### src/rtl/dmem_ctrl_pkg.sv
// Shared types for the dual-issue data memory controller.
// Holds the FSM state encoding and the lane request bundle.
package dmem_ctrl_pkg;

  localparam int IDX_BITS_DEF = 8;
  localparam int CNT_W_DEF    = 16;

  typedef enum logic {
    IDLE = 1'b0,
    HOLD = 1'b1
  } state_e;

  typedef struct packed {
    logic        valid;
    logic        we;
    logic [31:0] addr;
    logic [31:0] wdata;
  } req_t;

  function automatic logic is_load(input req_t r);
    return r.valid & ~r.we;
  endfunction

  function automatic logic is_store(input req_t r);
    return r.valid & r.we;
  endfunction

endpackage

### src/rtl/dmem_dual_issue_ctrl.sv
// Dual-port data memory issue control for the two memory lanes.
// Splits load-then-store pairs that hit the same index into two cycles.
module dmem_dual_issue_ctrl
  import dmem_ctrl_pkg::*;
#(
  parameter int IDX_BITS = IDX_BITS_DEF,
  parameter int CNT_W    = CNT_W_DEF
) (
  input  logic             clk,
  input  logic             rst_n,
  input  logic             req_valid_1,
  input  logic             req_valid_2,
  input  logic             req_we_1,
  input  logic             req_we_2,
  input  logic [31:0]      req_addr_1,
  input  logic [31:0]      req_addr_2,
  input  logic [31:0]      req_wdata_1,
  input  logic [31:0]      req_wdata_2,
  output logic             req_ready,
  output logic             mem_read_1,
  output logic             mem_read_2,
  output logic             mem_write_1,
  output logic             mem_write_2,
  output logic [31:0]      mem_addr_1,
  output logic [31:0]      mem_addr_2,
  output logic [31:0]      mem_wdata_1,
  output logic [31:0]      mem_wdata_2,
  input  logic [31:0]      mem_rdata_1,
  input  logic [31:0]      mem_rdata_2,
  output logic             rsp_valid_1,
  output logic             rsp_valid_2,
  output logic [31:0]      rsp_rdata_1,
  output logic [31:0]      rsp_rdata_2,
  output logic [CNT_W-1:0] split_cnt
);

  state_e state;
  state_e state_d;
  req_t   hold;
  req_t   hold_d;
  req_t   lane_1;
  req_t   lane_2;
  req_t   port_1;
  req_t   port_2;
  logic   same_idx;
  logic   conflict;
  logic   split_inc;

  assign lane_1 = '{req_valid_1, req_we_1, req_addr_1, req_wdata_1};
  assign lane_2 = '{req_valid_2, req_we_2, req_addr_2, req_wdata_2};

  // Memory forwards store data across ports, so only an older load
  // beside a younger store to the same index can see the wrong value.
  assign same_idx =
    lane_1.addr[IDX_BITS-1:0] == lane_2.addr[IDX_BITS-1:0];
  assign conflict =
    is_load(lane_1) & is_store(lane_2) & same_idx;

  always_comb begin
    state_d   = state;
    hold_d    = hold;
    split_inc = 1'b0;
    req_ready = 1'b0;
    port_1    = '0;
    port_2    = '0;
    if (rst_n) begin
      unique case (state)
        IDLE: begin
          req_ready = 1'b1;
          port_1    = lane_1;
          port_2    = lane_2;
          if (conflict) begin
            port_2    = '0;
            hold_d    = lane_2;
            state_d   = HOLD;
            split_inc = 1'b1;
          end
        end
        HOLD: begin
          port_2  = hold;
          hold_d  = '0;
          state_d = IDLE;
        end
        default: state_d = IDLE;
      endcase
    end
  end

  assign mem_read_1  = is_load(port_1);
  assign mem_write_1 = is_store(port_1);
  assign mem_addr_1  = port_1.addr;
  assign mem_wdata_1 = port_1.wdata;

  assign mem_read_2  = is_load(port_2);
  assign mem_write_2 = is_store(port_2);
  assign mem_addr_2  = port_2.addr;
  assign mem_wdata_2 = port_2.wdata;

  always_ff @(posedge clk or negedge rst_n) begin
    if (!rst_n) begin
      state <= IDLE;
      hold  <= '0;
    end else begin
      state <= state_d;
      hold  <= hold_d;
    end
  end

  always_ff @(posedge clk or negedge rst_n) begin
    if (!rst_n) begin
      split_cnt <= '0;
    end else if (split_inc && (split_cnt != '1)) begin
      split_cnt <= split_cnt + 1'b1;
    end
  end

  always_ff @(posedge clk or negedge rst_n) begin
    if (!rst_n) begin
      rsp_valid_1 <= 1'b0;
      rsp_valid_2 <= 1'b0;
      rsp_rdata_1 <= '0;
      rsp_rdata_2 <= '0;
    end else begin
      rsp_valid_1 <= mem_read_1;
      rsp_valid_2 <= mem_read_2;
      if (mem_read_1) rsp_rdata_1 <= mem_rdata_1;
      if (mem_read_2) rsp_rdata_2 <= mem_rdata_2;
    end
  end

endmodule
### config.mk
export PLATFORM = sky130hd
export DESIGN_NAME = dmem_dual_issue_ctrl
export DESIGN_NICKNAME = d
export VERILOG_FILES = /design/src/rtl/dmem_ctrl_pkg.sv /design/src/rtl/dmem_dual_issue_ctrl.sv
export SDC_FILE = /design/constraint.sdc
export NUM_CORES = 1
export LEC_CHECK = 0
export CORE_AREA = 2 2 160 162
export DETAILED_ROUTE_END_ITERATION = 10
export DIE_AREA = 0 0 162 164
export PLACE_DENSITY_LB_ADDON = 0.25
export SETUP_SLACK_MARGIN = 0.15
export SKIP_LAST_GASP = 1
export SYNTH_ARGS = -nofsm -noshare
export SYNTH_HDL_FRONTEND = slang
export SYNTH_SLANG_ARGS = --single-unit
### constraint.sdc
create_clock -name clk -period 2 [get_ports clk]
set_input_delay 0.4 -clock clk [delete_from_list [all_inputs] [get_ports clk]]
set_output_delay 0.4 -clock clk [all_outputs]
set_load 0.02 [all_outputs]
==> results.tsv, run 1 <==
metric	value	unit
synthAdderAreaFrac	0.156	%
synth_top_family_by_area	compound AO/OA/AOI/OAI gates	
place_area	13800	sq um
gp_congestion	0.803	
via_per_inst	5.28	
final_common_cell	clkdlybuf4s50_1	
synth-xor-area-share	2.19	%
grt_max_degree	67	
synth_cell_type_count	32	
critPathKind	input port to primary output	
drc	0	
critical_path_buf_inv_count	6	
syn_inst	831	
grt_pass1_wl	52.1	mm
die_h	164	microns
root_buffer	clkbuf_16	
drive_gt1_share	53.7	%
synth_flop_cell	dfrtp_1	
crit_required	1.60	ns
die-area	26600	sq um
seq_area_frac_synth	46.5	%
rsz0062_at_grt	true	
tightestPinTransition	0.575	ns
worst_setup_path_end_kind	primary output	
synth.avg_cell_area	9.64	sq um
io_buffers	412	
cpPeakStageDelay	0.35	ns
core.rowCount	58	
timing.fmax	404	MHz
ir_drop	0.000509	V
power_density	533	nW/um^2
path_delay_family	buffers and inverters	
whs	0.352	ns
finalNonFillerCells	1755	
synth-compound-area-share	18.4	%
antenna_found_initial	3	
htree_levels	4	
syn_to_final_growth	123	%
layout_common_cells	213 x clkdlybuf4s50_1, 181 x buf_6, 146 x dfrtp_1	
synthMuxAreaShare	9.56	%
cts_tree	done	
maxCapViolCount	0	
slew_viol_final	0	
synth.cell_area	8010	sq um
critPathMaxFanout	5	
violations	negative setup slack	
wl_per_cell	22.0	microns
cp_cell_sequence	buf_8 -> xor2_4 -> nor4_4 -> nand3_4 -> buf_12 -> buf_4 -> buf_6 -> buf_16 -> nand3_2 -> a21oi_2 -> buf_4	
die_w	162	microns
cts_made_buffers	17	
num-nets-final	1609	
clk_latency	0.43	ns
overflow	0	
synth_edf_count	0	
drt-total-wl	38.5	mm
yosys_warnings	0	
period_share	124	%
worstPathArrival	2.08	ns
drtIter0Drc	474	
drt-pass1-iter-count	5	
clock-sinks	149	
synthArstFlopShare	100	%
status	complete, but fails checks	
dp_hpwl	21.5	mm
p_leak	8.34	nW
final_area	17900	sq um
gr-usage-all-layers	25.2	%
grt_pass1_vias	9170	
vias	9266	
r2r_slack	-0.17	ns
ant_nets	0	
synth_simple_gate_area_share	16.1	%
fin_setup_tns	-35.38	ns
finalHoldViolations	0	
hp-class	input port to asynchronous set/reset pin	
start_util	32.3	%
num_io_pins	413	
clk_pin_slew	0.08	ns
critPathSlowestCell	nor4_4	
fin_skew	0.0160	ns
placed_cells	1600	
fin_crit	2.48	ns
setup_violations	173	
setup_ws	-0.476	ns
cp_common_cell	buf_4	
start_kind	input port	
relSlewSlack	61.6	%
synth_fp_nets	1030	
core	24800	sq um
clock_path_buffers	2	
synth-seq-cells	149	
-- per-layer routing --
| metal | vias to the layer above | wire (microns) | GRT usage, % |
|---|---|---|---|
| li1 | 4165 | - | - |
| met1 | 4651 | 15200 | 30.9 |
| met2 | 364 | 19700 | 42.6 |
| met3 | 84 | 2340 | 6.67 |
| met4 | 2 | 1290 | 9.61 |
| met5 | - | 13 | 0 |
-- Yosys cell counts, drive strengths merged (2+ instances only) --
cell / number / area (sq um)
mux2: 68 / 766
nor2: 5 / 18.8
inv: 69 / 259
nand3: 75 / 375
or4: 3 / 22.5
nand4: 3 / 25.0
nor4: 2 / 27.5
o2bb2ai: 63 / 552
a21oi: 66 / 330
buf: 15 / 65.1
xnor2: 6 / 52.6
nor4b: 2 / 30.0
nand2: 76 / 285
xor2: 14 / 123
nor3: 10 / 50.1
dfrtp: 149 / 3730
clkbuf: 64 / 240
and3: 66 / 413
a2bb2oi: 65 / 569
-- worst reg2reg max path: cells and delay by family, from the launching register on --
kind	cells	cell delay [ns]
flip-flops	1	0.52
AND/OR/NAND/NOR	3	0.54
buffers and inverters	7	0.87
XOR/XNOR	1	0.13
-- sequential cells by signal, summed over array words and instances, names as in the netlist --
register,flops
split_cnt,16
hold,66
state,1
rsp_rdata_1,32
rsp_valid_1,1
rsp_valid_2,1
rsp_rdata_2,32
-- cell type report --
type                            instances  area [sq um]
Antenna cell                            2          5.00
Clock buffer                           17           425
Clock inverter                         15           184
Fill cell                            1677          6930
Inverter                               69           272
Multi-Input combinational cell        534          5570
Sequential cell                       149          3730
Tap cell                              330           413
Timing Repair Buffer                  639          7290
-- worst paths after layout --
path	from	to	depth (start not counted)
min in group clk	req_we_1	rsp_valid_1$_DFF_PN0_	4
hold / removal	rst_n	split_cnt[9]$_DFFE_PN0P_	3
hold reg to reg	rsp_rdata_2[25]$_DFFE_PN0P_	rsp_rdata_2[25]$_DFFE_PN0P_	1
max in group asynchronous	rst_n	rsp_rdata_2[8]$_DFFE_PN0P_	4
setup / recovery	req_addr_1[1]	mem_addr_2[26]	11
setup reg to reg	state$_DFFE_PN0P_	split_cnt[2]$_DFFE_PN0P_	11
-- power by group --
group          internal [W]  total (W)  switching [W]
Clock               0.00169    0.00325        0.00156
Combinational       0.00157    0.00287        0.00130
Sequential          0.00327    0.00340       0.000131
Total               0.00653    0.00953        0.00300
-- cells by family (layout without fill, tap and decap cells) --
kind of cell    Yosys count  count (layout)
buf+inv                 148             740
compound gates          197             197
xor+xnor                 20              20
flops                   149             149
fa+ha+maj                 1               1
simple gates            248             248
mux                      68              68
other cells               0               2
-- stage by stage --
step,util [%],setup WS (ns),power [W]
3_5_place_dp,55.7,-1.15,0.00610
6_report,72.1,-0.476,0.00953
3_3_place_gp,55.7,-1.24,0.00608
5_1_grt,72.1,-0.525,0.00989
2_1_floorplan,-,0.0391,0.00454
4_1_cts,65.0,-0.493,0.00945
-- what timing repair did --
action	4_1_cts	5_1_grt
hold endpoints to repair	1	0
resized for setup	933	311
endpoints found under the setup margin	244	280
cloned	18	16
buffers inserted	68	18
pin swaps	37	118
hold buffers	1	0
No activity file was read; power rests on OpenSTA's default activity.
==> inputs of run 2 (changes only) <==
Settings changed: REMOVE_ABC_BUFFERS set to 1.
==> run 2 against run 1 <==
The flow still finishes with violations (negative setup slack). Clock power up 5%. Total power increased by 0.27%. Design area fell by 5.8%. First-iteration DRC count increased by 24%. Worst hold slack got worse by 0.24 ns.
==> results.tsv, run 2 (synthesized netlist as in run 1, its figures left out) <==
metric	value	unit
place_area	13200	sq um
cpPeakStageDelay	0.29	ns
nFillCells	1817	
drt-pass1-iter-count	5	
critPathSlowestCell	nor4_4	
die-area	26600	sq um
setup_violations	137	
timing.fmax	429	MHz
dp_hpwl	21.8	mm
cts_made_buffers	17	
top_register	hold	
clock_path_buffers	2	
antenna_found_initial	1	
finalNonFillerCells	1720	
final_common_cell	clkdlybuf4s50_1	
worst_setup_path_end_kind	primary output	
layout_common_cells	218 x clkdlybuf4s50_1, 148 x dfrtp_1, 119 x buf_6	
largest_reg_flops	66	
num_io_pins	413	
whs	0.116	ns
die_h	164	microns
wl_per_cell	21.6	microns
fin_crit	2.33	ns
cp_cell_sequence	buf_8 -> xor2_1 -> buf_4 -> nor4_4 -> nand3_4 -> buf_12 -> buf_8 -> buf_6 -> nand3_2 -> a21oi_2 -> buf_6	
worstPathArrival	1.93	ns
root_buffer	clkbuf_16	
num-nets-final	1576	
violations	negative setup slack	
reg2reg_from	state$_DFFE_PN0P_	
drt-total-wl	37.1	mm
switching_share	30.1	%
placed_cells	1594	
ir_drop	0.000536	V
die_w	162	microns
slew_viol_final	0	
finalHoldViolations	0	
fin_skew	0.00704	ns
setup_ws	-0.332	ns
diodes	0	
start_kind	input port	
hp-class	input port to asynchronous set/reset pin	
power_density	567	nW/um^2
p_leak	7.65	nW
vias	8957	
clk_pin_slew	0.07	ns
gp_congestion	0.840	
p_int	0.00667	W
gr-usage-all-layers	25.4	%
reg_top3	hold: 66 flops, rsp_rdata_1: 32 flops, rsp_rdata_2: 32 flops	
path_delay_family	buffers and inverters	
fin_setup_tns	-26.39	ns
drtIter0Drc	587	
critical_path_buf_inv_count	6	
grt_pass1_vias	9143	
p_comb_share	28.7	%
seqCellArea	3730	sq um
final_area	16800	sq um
status	complete, but fails checks	
multi_input_area	5040	sq um
overflow	0	
crit_required	1.60	ns
clockPowerShare	35.6	%
core	24800	sq um
htree_levels	4	
critPathKind	input port to primary output	
drc	0	
drive_gt1_share	47.8	%
cts_tree	done	
maxCapViolCount	0	
clock-sinks	149	
via_per_inst	5.21	
period_share	117	%
rsz0062_at_grt	true	
pwr-share-seq	35.7	%
syn_to_final_growth	110	%
clk_latency	0.43	ns
crit_start	req_addr_1[7]	
grt_max_degree	67	
start_util	32.3	%
io_buffers	412	
critPathMaxFanout	7	
tightestPinTransition	0.384	ns
relSlewSlack	74.4	%
core.rowCount	58	
grt_pass1_wl	52.4	mm
p_sw	0.00288	W
ant_nets	0	
-- run 2: cell count changes in the layout (fill, tap and decap cells not counted), sizes merged, moves of 3 or more --
cell	change
buf	-46
dlygate4sd2	+24
dlymetal6s2s	-24
clkbuf	+5
clkdlybuf4s50	+5
clkinv	-4
clkdlybuf4s15	+3
-- run 2: cell type report --
| class | count | share of cell area (%) |
|---|---|---|
| flip-flops and latches | 149 | 22.2 |
| well taps | 330 | 2.45 |
| multi-input cells | 535 | 29.9 |
| repair buffers | 604 | 40.0 |
| clock buffers | 18 | 2.61 |
| clock inverters | 14 | 0.981 |
| repair inverters | 1 | 0.178 |
| inverters | 69 | 1.71 |
-- run 2: worst paths after layout --
path,end,slack [ns],cells past startpoint
min in group clk,hold[33]$_DFFE_PN0P_,0.43,4
min,split_cnt[8]$_DFFE_PN0P_,0.12,3
max reg2reg,split_cnt[12]$_DFFE_PN0P_,-0.07,9
max in group asynchronous,rsp_rdata_1[28]$_DFFE_PN0P_,0.99,4
min reg2reg,rsp_rdata_2[9]$_DFFE_PN0P_,0.50,1
max,mem_wdata_2[29],-0.33,11
-- run 2: metal layers --
| metal | part of all wire [%] | up-vias | routed length [microns] | track usage, % |
|---|---|---|---|---|
| met5 | 0 | - | 0 | 0 |
| met4 | 2.0 | 0 | 728 | 7.04 |
| met1 | 40 | 4409 | 14900 | 31.0 |
| met3 | 7.4 | 59 | 2730 | 7.53 |
| met2 | 51 | 410 | 18800 | 43.8 |
| li1 | - | 4079 | - | - |
-- run 2: repair_timing --
| action | CTS | global route |
|---|---|---|
| pin swaps | 64 | 85 |
| setup buffers | 49 | 9 |
| hold buffers | 2 | 0 |
| gates resized for setup | 936 | 231 |
| endpoints found under the hold margin | 17 | 0 |
| cloned | 22 | 12 |
| endpoints found under the setup margin | 266 | 289 |
-- run 2: metrics by stage --
stage                     setup WS, ns  util [%]  total power, W
final                           -0.332      67.9         0.00955
after global routing            -0.392      67.9         0.00989
after detailed placement         -1.19      53.3         0.00603
after floorplan                  -3.44         -         0.00444
after CTS                       -0.359      62.8         0.00948
after global placement           -1.14      53.3         0.00600
-- run 2: worst reg2reg max path, cell delays in order, from the launching register on --
cell     delay [ns]
dfrtp_4        0.51
buf_4          0.15
buf_6          0.13
nor2_2         0.15
buf_6          0.15
nand4_4        0.14
buf_4          0.18
buf_6          0.11
nor3_4         0.13
mux2_4         0.31
-- run 2: power by group through the flow --
stage | sequential, W | combinational (W) | clock [W]
after floorplan | 0.00378 | 0.000664 | 0
after global placement | 0.00345 | 0.00255 | 0
after detailed placement | 0.00346 | 0.00256 | 0
after CTS | 0.00341 | 0.00263 | 0.00344
after global routing | 0.00344 | 0.00287 | 0.00358
final | 0.00341 | 0.00274 | 0.00340
==> inputs of run 3 (changes only) <==
Settings changed: CORE_AREA 2 2 160 162 to unset, CORE_ASPECT_RATIO set to 0.7, CORE_UTILIZATION set to 35, DIE_AREA 0 0 162 164 to unset, SETUP_SLACK_MARGIN 0.15 to unset.
==> run 3 against run 2 <==
The run still ends with negative setup slack left. Global-route usage increased by 4.4 points. Clock skew increased by 0.0036 ns. Final cell count decreased by 0.81%. Total power decreased by 1.4%. First-iteration DRC count increased by 18%. Largest cell class unchanged. Largest power group unchanged. Highest routed layer unchanged.
==> results.tsv, run 3 (synthesized netlist as in run 1, its figures left out) <==
metric	value	unit
gr-usage-all-layers	29.8	%
die_h	129	microns
setup_violations	152	
gp_congestion	0.866	
period_share	122	%
cpPeakStageDelay	0.30	ns
num-nets-final	1584	
drive_gt1_share	46.1	%
htree_levels	4	
worstPathArrival	2.04	ns
relSlewSlack	45.6	%
final_area	16800	sq um
rr_worst_depth	11	
root_buffer	clkbuf_16	
grt_pass1_vias	9043	
path_delay_family	buffers and inverters	
crit_required	1.60	ns
ir_drop	0.000474	V
grt_pass1_wl	53.0	mm
tightestPinTransition	0.814	ns
drtIter0Drc	695	
finalHoldViolations	0	
cts_tree	done	
drc	0	
crit_end	mem_addr_2[14]	
die-area	23500	sq um
critical_path_buf_inv_count	6	
reg2reg_from	state$_DFFE_PN0P_	
top_register	hold	
wl_per_cell	23.0	microns
whs	0.174	ns
clock_path_buffers	2	
setup_ws	-0.443	ns
dp_hpwl	22.0	mm
clock-sinks	149	
reg_top3	hold: 66 flops, rsp_rdata_1: 32 flops, rsp_rdata_2: 32 flops	
clk_latency	0.42	ns
die_w	183	microns
r2r_slack	-0.14	ns
start_util	36.3	%
power_density	562	nW/um^2
overflow	0	
critPathMaxFanout	7	
reg2reg_to	rsp_rdata_1[18]$_DFFE_PN0P_	
start_kind	input port	
critPathKind	input port to primary output	
fin_skew	0.0106	ns
syn_to_final_growth	109	%
clk_pin_slew	0.07	ns
status	complete, but fails checks	
core	22100	sq um
rsz0062_at_grt	true	
cp_common_cell	buf_4	
slew_viol_final	0	
ant_nets	0	
cp.depth	11	
p_leak	7.58	nW
grt_max_degree	60	
maxCapViolCount	0	
timing.fmax	409	MHz
fin_crit	2.44	ns
largest_reg_flops	66	
io_buffers	412	
violations	negative setup slack	
num_io_pins	413	
antenna_found_initial	3	
fin_util	75.9	%
vias	9310	
worst_setup_path_end_kind	primary output	
cp_cell_sequence	buf_4 -> xor2_4 -> nor4_4 -> buf_4 -> nand3_4 -> buf_12 -> buf_16 -> buf_6 -> nand3_2 -> a21oi_1 -> buf_4	
final_common_cell	clkdlybuf4s50_1	
hp-class	input port to asynchronous set/reset pin	
drt-pass1-iter-count	5	
critPathSlowestCell	nor4_4	
cts_made_buffers	17	
core.rowCount	45	
crit_start	req_addr_1[3]	
via_per_inst	5.46	
layout_common_cells	255 x clkdlybuf4s50_1, 148 x dfrtp_1, 134 x buf_6	
drt-total-wl	39.2	mm
fin_setup_tns	-31.78	ns
place_area	13200	sq um
## run 3: changes by cell type in the layout (fill, tap and decap cells not counted), sizes merged, moves of 3 or more
cell           before  now
buf               316  326
clkbuf             37   33
clkdlybuf4s50     218  255
diode               0    3
dlygate4sd2        24    7
dlymetal6s2s       21    3
## run 3: how the worst min path moves through the flow
stage / slack [ns] / cells after the start / endpoint / startpoint
finish: 0.17 / 3 / rsp_rdata_2[26]$_DFFE_PN0P_ / rst_n
global route: 0.17 / 3 / rsp_rdata_1[7]$_DFFE_PN0P_ / rst_n
CTS: 0.14 / 3 / rsp_rdata_1[9]$_DFFE_PN0P_ / rst_n
detailed placement: 0.41 / 2 / rsp_rdata_2[11]$_DFFE_PN0P_ / rst_n
global placement: 0.41 / 2 / rsp_rdata_2[11]$_DFFE_PN0P_ / rst_n
floorplan: 0.10 / 0 / hold[0]$_DFFE_PN0P_ / rst_n
## run 3: where the power goes
| group | switching, W | internal, W | leakage (nW) |
|---|---|---|---|
| sequential | 0.000149 | 0.00327 | 1.61 |
| combinational | 0.00130 | 0.00158 | 5.70 |
| clock | 0.00145 | 0.00166 | 0.276 |
## run 3: metrics by stage
step | total power (W) | cells | setup slack [ns]
6_report | 0.00941 | 1706 | -0.443
3_5_place_dp | 0.00602 | 1575 | -1.27
5_1_grt | 0.00974 | 1706 | -0.542
2_1_floorplan | 0.00444 | 752 | -3.44
3_3_place_gp | 0.00598 | 1575 | -1.27
4_1_cts | 0.00914 | 1684 | -0.551
## run 3: area by class of cell
| cell class | instances | area (sq um) |
|---|---|---|
| well taps | 305 | 382 |
| multi-input cells | 535 | 5090 |
| clock inverters | 14 | 115 |
| repair buffers | 613 | 6730 |
| inverters | 69 | 269 |
| diodes | 3 | 7.51 |
| flip-flops and latches | 149 | 3730 |
| clock buffers | 18 | 439 |
| fillers | 1403 | 5310 |
## run 3: layer usage
metal  routed length (microns)  share of wire [%]  up-vias  global-route usage [%]
met3                      3230                8.2       79                    8.41
met5                         0                  0        -                       0
met4                      1140                2.9        0                    9.31
met1                     15400                 39     4629                    36.5
met2                     19400                 50      489                    51.1
li1                          -                  -     4113                       -
## run 3: worst reg2reg max path, stage by stage (launching register included)
cell	delay [ns]
dfrtp_4	0.52
buf_6	0.14
buf_6	0.11
nor2_4	0.12
buf_6	0.12
nand2_4	0.05
nor2_4	0.13
buf_6	0.12
buf_8	0.14
buf_12	0.12
buf_16	0.12
mux2_2	0.34
## run 3: timing repair
action / in CTS / in global routing
endpoints found under the hold margin: 22 / 0
resized for setup: 788 / 402
pin swaps: 36 / 88
hold buffers: 3 / 0
gates cloned: 19 / 12
buffers inserted: 57 / 28
setup endpoints to repair: 210 / 227
